File: config.mk
export PLATFORM = sky130hd
export DESIGN_NAME = water_valve_controller
export DESIGN_NICKNAME = d
export VERILOG_FILES = /design/src/rtl/dispenser_pkg.sv /design/src/rtl/flow_edge_sync.sv /design/src/rtl/water_valve_controller.sv
export SDC_FILE = /design/constraint.sdc
export NUM_CORES = 1
export LEC_CHECK = 0
export CAP_MARGIN = 15
export CORE_UTILIZATION = 40
export CTS_CLUSTER_DIAMETER = 120
export CTS_CLUSTER_SIZE = 14
export DETAILED_ROUTE_END_ITERATION = 8
export MAX_ROUTING_LAYER = met4
export PLACE_DENSITY = 0.72
export SLEW_MARGIN = 20
export SYNTH_ARGS = -nofsm -noshare
export SYNTH_HDL_FRONTEND = slang
export SYNTH_SLANG_ARGS = --single-unit
export TNS_END_PERCENT = 1
File: constraint.sdc
create_clock -name clock -period 1.99 [get_ports clock]
set_input_delay 0.199 -clock clock [delete_from_list [all_inputs] [get_ports clock]]
set_output_delay 0.199 -clock clock [all_outputs]
set_load 0.05 [all_outputs]
File: src/rtl/dispenser_pkg.sv
// Shared state type and amount/flow defaults for the water valve dispenser.
// The FAULT state is present only when FLOW_TIMEOUT_EN is defined.
package dispenser_pkg;

    localparam int DEF_MAX_AMOUNT   = 9999;
    localparam int DEF_ML_PER_PULSE = 5;

    typedef enum logic [1:0] {
        IDLE     = 2'd0,
        DISPENSE = 2'd1
`ifdef FLOW_TIMEOUT_EN
        ,
        FAULT    = 2'd2
`endif
    } state_e;

endpackage

File: src/rtl/flow_edge_sync.sv
// Two-flop synchronizer plus rising-edge detector for the raw flow-meter output.
// edge_o is high for one cycle, two clock edges after the raw input rises.
module flow_edge_sync (
    input  logic clock,
    input  logic reset,
    input  logic pulse_i,
    output logic edge_o
);

    // [0],[1] form the synchronizer; [2] remembers the previous synchronized level.
    logic [2:0] sync_q;

    always_ff @(posedge clock or posedge reset) begin
        if (reset) begin
            sync_q <= '0;
        end else begin
            sync_q <= {sync_q[1:0], pulse_i};
        end
    end

    assign edge_o = sync_q[1] & ~sync_q[2];

endmodule

File: src/rtl/water_valve_controller.sv
// Dispenses a requested volume by opening a valve and counting flow-meter pulses.
// Define FLOW_TIMEOUT_EN to add the no-flow timeout and the FAULT state.
module water_valve_controller
    import dispenser_pkg::*;
#(
    parameter int AMOUNT_WIDTH   = 14,
    parameter int MAX_AMOUNT     = DEF_MAX_AMOUNT,
    parameter int ML_PER_PULSE   = DEF_ML_PER_PULSE,
    parameter int TIMEOUT_CYCLES = 50_000_000
) (
    input  logic                    clock,
    input  logic                    reset,
    input  logic [AMOUNT_WIDTH-1:0] amount,
    input  logic                    start,
    input  logic                    cancel,
    input  logic                    flow_pulse,
    output logic                    valve_open,
    output logic                    busy,
    output logic [AMOUNT_WIDTH-1:0] remaining,
    output logic                    done,
    output logic                    aborted,
    output logic                    fault
);

    localparam logic [AMOUNT_WIDTH-1:0] MAX_L  = AMOUNT_WIDTH'(MAX_AMOUNT);
    localparam logic [AMOUNT_WIDTH-1:0] STEP_L = AMOUNT_WIDTH'(ML_PER_PULSE);

    state_e                  state_q, state_d;
    logic [AMOUNT_WIDTH-1:0] remaining_q, remaining_d;
    logic                    valve_q;
    logic                    done_q, done_d;
    logic                    aborted_q, aborted_d;
    logic                    flow_edge;
    logic                    cnt_clear;
    logic                    timeout_hit;

    flow_edge_sync u_flow_edge_sync (
        .clock   (clock),
        .reset   (reset),
        .pulse_i (flow_pulse),
        .edge_o  (flow_edge)
    );

`ifdef FLOW_TIMEOUT_EN
    localparam int CNT_W = $clog2(TIMEOUT_CYCLES + 1);

    logic [CNT_W-1:0] cnt_q;
    logic             fault_q;

    // Counts cycles since DISPENSE entry or the last counted flow edge.
    always_ff @(posedge clock or posedge reset) begin
        if (reset) begin
            cnt_q <= '0;
        end else if (cnt_clear) begin
            cnt_q <= '0;
        end else if (state_q == DISPENSE) begin
            cnt_q <= cnt_q + CNT_W'(1);
        end
    end

    assign timeout_hit = (state_q == DISPENSE) && (cnt_q == CNT_W'(TIMEOUT_CYCLES - 1));

    always_ff @(posedge clock or posedge reset) begin
        if (reset) begin
            fault_q <= 1'b0;
        end else begin
            fault_q <= (state_d == FAULT);
        end
    end

    assign fault = fault_q;
`else
    logic unused_cfg;

    assign timeout_hit = 1'b0;
    assign unused_cfg  = cnt_clear ^ (TIMEOUT_CYCLES != 0);
    assign fault       = 1'b0;
`endif

    always_comb begin
        state_d     = state_q;
        remaining_d = remaining_q;
        done_d      = 1'b0;
        aborted_d   = 1'b0;
        cnt_clear   = 1'b0;
        unique case (state_q)
            IDLE: begin
                if (start && (amount != '0)) begin
                    remaining_d = (amount > MAX_L) ? MAX_L : amount;
                    state_d     = DISPENSE;
                    cnt_clear   = 1'b1;
                end
            end
            DISPENSE: begin
                // Cancel wins over a same-cycle flow edge, which is then dropped.
                if (cancel) begin
                    state_d   = IDLE;
                    aborted_d = 1'b1;
                end else if (remaining_q == '0) begin
                    state_d = IDLE;
                    done_d  = 1'b1;
                end else if (flow_edge) begin
                    remaining_d = (remaining_q > STEP_L) ? (remaining_q - STEP_L) : '0;
                    cnt_clear   = 1'b1;
                end else if (timeout_hit) begin
`ifdef FLOW_TIMEOUT_EN
                    state_d = FAULT;
`endif
                end
            end
`ifdef FLOW_TIMEOUT_EN
            FAULT: begin
                if (cancel) begin
                    state_d   = IDLE;
                    aborted_d = 1'b1;
                end
            end
`endif
            default: begin
                state_d = IDLE;
            end
        endcase
    end

    always_ff @(posedge clock or posedge reset) begin
        if (reset) begin
            state_q     <= IDLE;
            remaining_q <= '0;
            valve_q     <= 1'b0;
            done_q      <= 1'b0;
            aborted_q   <= 1'b0;
        end else begin
            state_q     <= state_d;
            remaining_q <= remaining_d;
            valve_q     <= (state_d == DISPENSE);
            done_q      <= done_d;
            aborted_q   <= aborted_d;
        end
    end

    assign valve_open = valve_q;
    assign busy       = (state_q == DISPENSE);
    assign remaining  = remaining_q;
    assign done       = done_q;
    assign aborted    = aborted_q;

endmodule
==> impl_metrics.yaml, run 1 <==
status:
  status: "finished, violations left"
  violations: "setup timing"
cts:
  cts-root-buf: "clkbuf_8"
  cts_tree: "yes"
  clkTransAtPathRegs_ns: 0.08
  insertion_delay_ns: 0.26
  cts_buffers: 3
  cts.sink_count: 22
  htreeDepth: 1
  ctsLongestPathBuffers: 2
  ctsHoldBuffers: 0
setup_path:
  worstSetupEndpointType: "flop"
  worst_ep_arrival_time_ns: 2.19
  cp_max_fo: 3
  cp.required_ns: 2.13
  cp-start-kind: "flop"
  worst-setup-path-type: "reg2reg"
floorplanning:
  die_h_um: 63.24
  dieArea_mm2: 0.003999
  num_rows: 21
  start_util_pct: 43.25
  coreArea_mm2: 0.003468
  ios: 38
  fp.dieW_um: 63.24
yosys:
  synth_area_leaders: "dfrtp_1 (37%), o31ai_1 (5.0%), a21oi_1 (4.0%)"
  netlist_area_mm2: 0.001500
  syn_inst: 168
  avgSynthCellArea_um2: 8.930
  synth_edf_count: 0
  ys.flop_type: "dfrtp_1"
  synth_top_area_share_pct: 36.70
  synth_seq_area_share_pct: 36.70
  synth_cell_types: 49
  synth-seq-cells: 22
  synth_top_area_cell: "dfrtp_1"
  synthArstFlopShare_pct: 100.0
  yosys_warnings: 0
power:
  p_per_area_mw_per_mm2: 947.2
  pwr-share-seq_pct: 26.7
  p_leak_nw: 1.024
  power_frac_comb_pct: 59.0
  p_clk_share_pct: 14.3
  ir_drop_mv: 0.4421
  power_switching_share_pct: 43.91
  intPower_mw: 1.270
  p_sw_mw: 0.9939
placed_design:
  hpwl_um: 3755
  io_buffer_count: 36
  pre_cts_ws_ns: -0.2239
  dp_cells: 290
  routabilityCongestion: 0.9049
  dpl_cell_area_mm2: 0.002292
detailed_routing:
  vias_per_cell: 5.939
  avgRoutedWirePerCell_um: 16.17
  drcViolationCount: 0
  drtIter0Drc: 79
  wl_um: 4786
  num_vias: 1758
  dr.pass1.iters: 4
  antenna_left: 0
cells_and_area:
  n_fill_cell: 298
  antenna_cells: 0
  syn_to_final_growth_pct: 59.30
  nets: 273
  stdcell_count: 296
  post-route-util_pct: 68.90
  layout-drive-gt1-share_pct: 32.80
  design_area_mm2: 0.002390
global_routing:
  first_global_vias: 1670
  grt_max_degree: 23
  grt-ovfl-total: 0
  gr-usage-all-layers_pct: 26.11
  antenna_found_initial: 0
  grt_first_pass_wirelength_um: 7928
sta:
  rsz0062_at_grt: "yes"
  finalCritPeriodShare_pct: 103.0
  timing.fmax_ghz: 0.4878
  hold_viol: 0
  slew_viol_final: 0
  setup_viol: 5
  setup_ws_ns: -0.05995
  fin_tns_setup_ns: -0.1603
  layout_min_cycle_time_ns: 2.050
  fin_skew_ns: 0.004413
min_path:
  hold_path_class: "in2async"
run:
  maxCapViolations: 0
-- layout make-up --
type                       instances  area (µm²)  area share [%]
multi-input combinational        132       947.2           39.63
timing repair buffer              86       745.7           31.20
sequential                        22       561.8           23.51
tap                               46       57.56           2.408
clock buffer                       4       55.05           2.304
inverter                           6       22.52          0.9424
-- worst max-delay path, stage by stage, from the launching register on --
cell and delay, ns:
dfrtp_2 0.41, or4_4 0.60, buf_4 0.17, o41ai_2 0.30, a21oi_1 0.07, o31ai_1 0.28
o21ai_1 0.11
-- timing repair --
item	CTS	global route
buffers inserted	0	2
endpoints found under the setup margin	5	16
hold endpoints to repair	0	0
gates resized for setup	2	5
pin swaps	5	8
-- synth_stat cells (2+ instances only) --
library cell  number
a211oi_1           3
a22o_1             3
a211o_1            2
buf_2              3
o21a_1             4
nor3b_1            3
a32oi_1            3
o21ai_0            5
nor2_2             2
a21o_1             2
ha_1               3
nor3_1             5
nand2b_1           4
nand3_1            2
dfrtp_1           22
nand2_1            8
a221oi_1           2
a31oi_1            4
inv_1              5
o22ai_1            2
nor2_1            13
nor4_1             6
mux2_1             2
o31ai_1           10
clkbuf_1           4
a21oi_1           12
nand4_1            2
o21ai_1           10
or4_1              2
-- cell families after synthesis --
| kind of cell | after synthesis | share of synthesized area, % |
|---|---|---|
| simple gates | 55 | 20.85 |
| buf+inv | 15 | 4.753 |
| flops | 22 | 36.70 |
| other cells | 1 | 0.2500 |
| fa+ha+maj | 3 | 2.502 |
| mux | 3 | 2.502 |
| compound gates | 69 | 32.44 |
-- final timing paths --
kind,start,to,slack [ns],cells past startpoint
worst max-delay path,remaining[6],remaining[12],-0.06,6
worst min-delay path,reset,state_q[0],0.27,3
worst max register to register,remaining[6],remaining[12],-0.06,6
worst min register to register,u_flow_edge_sync.sync_q[0],u_flow_edge_sync.sync_q[1],0.36,0
max in group asynchronous,reset,remaining[10],1.47,3
min in group clock,u_flow_edge_sync.sync_q[0],u_flow_edge_sync.sync_q[1],0.36,0
-- through the flow --
step	hold slack (ns)	total power, mW
after floorplan	0.1876	1.333
after detailed placement	0.3363	1.896
after CTS	0.2853	2.231
after global placement	0.3457	1.882
final	0.2723	2.264
after global routing	0.3110	2.379
-- power by group through the flow --
| stage | logic [mW] | clock network (mW) | registers (mW) |
|---|---|---|---|
| detailed placement | 1.28 | 0 | 0.613 |
| global route | 1.42 | 0.341 | 0.618 |
| CTS | 1.30 | 0.325 | 0.604 |
| finish | 1.34 | 0.323 | 0.604 |
| global placement | 1.28 | 0 | 0.607 |
| floorplan | 0.425 | 0 | 0.908 |
-- flip-flops by register name (all words and copies together), names as in the netlist --
name	count
valve_open	1
state_q	2
done	1
remaining	14
aborted	1
u_flow_edge_sync.sync_q	3
-- per-layer routing --
| metal | vias up | global-route usage (%) | wire [µm] | share of wire [%] |
|---|---|---|---|---|
| li1 | 814 | - | - | - |
| met1 | 851 | 31.62 | 1984 | 41 |
| met4 | 0 | 7.670 | 91 | 1.9 |
| met2 | 81 | 43.95 | 2352 | 49 |
| met5 | - | - | 0 | 0 |
| met3 | 12 | 5.072 | 358 | 7.5 |
-- cell usage in the layout (no fill, tap or decap), drive strengths merged, types with 4 or more instances in the layout --
cell | synthesis | final
a21oi | 12 | 12
a31oi | 4 | 4
buf | 5 | 51
clkbuf | 4 | 4
clkdlybuf4s50 | 0 | 35
dfrtp | 22 | 22
inv | 5 | 5
nand2 | 8 | 8
nand2b | 4 | 4
nor2 | 15 | 15
nor3 | 5 | 5
nor4 | 7 | 7
o21a | 4 | 4
o21ai | 15 | 15
o31ai | 10 | 10
Note: power is estimated with default switching activity, not from simulation.
==> run 2: changes to the inputs <==
Settings changed: CORE_MARGIN from default to 2, REMOVE_ABC_BUFFERS from default to 1.
==> impl_metrics.yaml, run 2 (same netlist as run 1, synthesis figures left out) <==
status:
  status: "complete, no violations"
setup_path:
  crit_family: "compound AO/OA/AOI/OAI gates"
  crit_chain: "or4_4 -> buf_4 -> o41ai_2 -> a21oi_1 -> o31ai_1 -> o21ai_1"
  worst-setup-path-type: "reg2reg"
  cp.depth: 6
  path_buf_inv: 1
  crit_path_end: "remaining[12]"
  reg2reg_to: "remaining[12]"
  worst_ep_arrival_time_ns: 2.14
  startpoint: "remaining[6]"
  r2r_slack_ns: 0.0005
  cp-start-kind: "flop"
  reg2reg_from: "remaining[6]"
  reg2reg_depth: 6
  worstSetupEndpointType: "flop"
  cp.required_ns: 2.14
  slowest_delay_ns: 0.59
  cp_max_fo: 3
  worst_path_max_delay_cell: "or4_4"
sta:
  fin_skew_ns: 0.003095
  finalCritPeriodShare_pct: 99.97
  hold_viol: 0
  fin_tns_setup_ns: 0
  layout_min_cycle_time_ns: 1.989
  slew_headroom_pct: 65.89
  timing.fmax_ghz: 0.5026
  rsz0062_at_grt: "yes"
  slew_viol_final: 0
  setup_ws_ns: 0.0005158
  tightest_slew_ns: 0.5101
  setup_viol: 0
floorplanning:
  fp.dieW_um: 65.24
  ios: 38
  dieArea_mm2: 0.004256
  num_rows: 22
  die_h_um: 65.24
  start_util_pct: 41.29
  coreArea_mm2: 0.003633
cells_and_area:
  syn_to_final_growth_pct: 68.81
  final_cell_mix: "buf_4 (57), clkdlybuf4s50_1 (34), dfrtp_1 (22)"
  largest_register_ffs: 14
  mostFrequentLayoutCell: "buf_4"
  nets: 282
  antenna_cells: 0
  layout-drive-gt1-share_pct: 35.91
  n_fill_cell: 294
cts:
  cts.sink_count: 22
  cts-root-buf: "clkbuf_8"
  ctsLongestPathBuffers: 2
  cts_buffers: 3
  htreeDepth: 1
  cts_tree: "yes"
  clkTransAtPathRegs_ns: 0.09
  insertion_delay_ns: 0.27
  ctsHoldBuffers: 0
global_routing:
  grt-ovfl-total: 0
  gr-usage-all-layers_pct: 27.23
  first_global_vias: 1789
  grt_first_pass_wirelength_um: 8742
  antenna_found_initial: 0
  grt_max_degree: 23
detailed_routing:
  dr.pass1.iters: 4
  drtIter0Drc: 144
  vias_per_cell: 5.749
  num_vias: 1765
  wl_um: 5405
  drcViolationCount: 0
  avgRoutedWirePerCell_um: 17.61
  antenna_left: 0
power:
  total_power_mw: 2.400
  p_leak_nw: 1.108
  ir_drop_mv: 0.4928
  p_per_area_mw_per_mm2: 947.5
placed_design:
  routabilityCongestion: 0.9461
  io_buffer_count: 36
  hpwl_um: 4030
  pre_cts_ws_ns: -0.4072
min_path:
  hold_path_class: "in2async"
run:
  maxCapViolations: 0
==> run 2: changes by cell type in the layout (fill, tap and decap cells not counted), sizes merged <==
cell,previous run,this run
clkdlybuf4s50,35,34
dlymetal6s2s,0,1
buf,51,60
==> run 2: power breakdown <==
| part | total (mW) | internal [mW] | switching [mW] |
|---|---|---|---|
| Combinational | 1.46 | 0.631 | 0.825 |
| Clock | 0.338 | 0.177 | 0.161 |
| Sequential | 0.606 | 0.525 | 0.0802 |
| Total | 2.40 | 1.33 | 1.07 |
==> run 2: what timing repair did <==
| action | 4_1_cts | 5_1_grt |
|---|---|---|
| endpoints found under the setup margin | 14 | 18 |
| pin swaps | 7 | 8 |
| resized for setup | 10 | 24 |
| setup buffers | 4 | 1 |
==> run 2: through the flow <==
| step | instance area, µm² | hold slack, ns | utilization [%] | instances |
|---|---|---|---|---|
| floorplan | 1455 | 0.1882 | - | 160 |
| global placement | 2278 | 0.3445 | 62.71 | 298 |
| detailed placement | 2278 | 0.3411 | 62.71 | 298 |
| CTS | 2410 | 0.2795 | 66.32 | 306 |
| global route | 2532 | 0.3236 | 69.70 | 307 |
| finish | 2532 | 0.2655 | 69.70 | 307 |
==> run 2: layout make-up <==
cell class              instances  area [µm²]  area share, %
multi-input cells             132        1026          40.51
flip-flops and latches         22       550.5          21.74
clock buffers                   4       55.05          2.174
well taps                      48       60.06          2.372
repair buffers                 95       818.3          32.31
inverters                       6       22.52         0.8893
==> run 2: worst min-delay path, delay by kind of cell <==
kind                   cells  cell delay (ns)
buffers and inverters      3             0.73
==> run 2: worst min path at each step <==
| stage | to | slack [ns] | cells after the start |
|---|---|---|---|
| 5_1_grt | remaining[6] | 0.32 | 3 |
| 6_report | valve_open | 0.27 | 3 |
| 4_1_cts | valve_open | 0.28 | 3 |
| 3_5_place_dp | u_flow_edge_sync.sync_q[1] | 0.34 | 0 |
| 2_1_floorplan | aborted | 0.19 | 1 |
| 3_3_place_gp | u_flow_edge_sync.sync_q[1] | 0.34 | 0 |
==> run 2: layer usage <==
metal	up-vias	GRT usage, %	part of all wire [%]
li1	830	-	-
met1	856	37.53	43
met2	69	43.75	49
met3	10	2.568	6.2
met4	0	6.250	1.8
met5	-	-	0
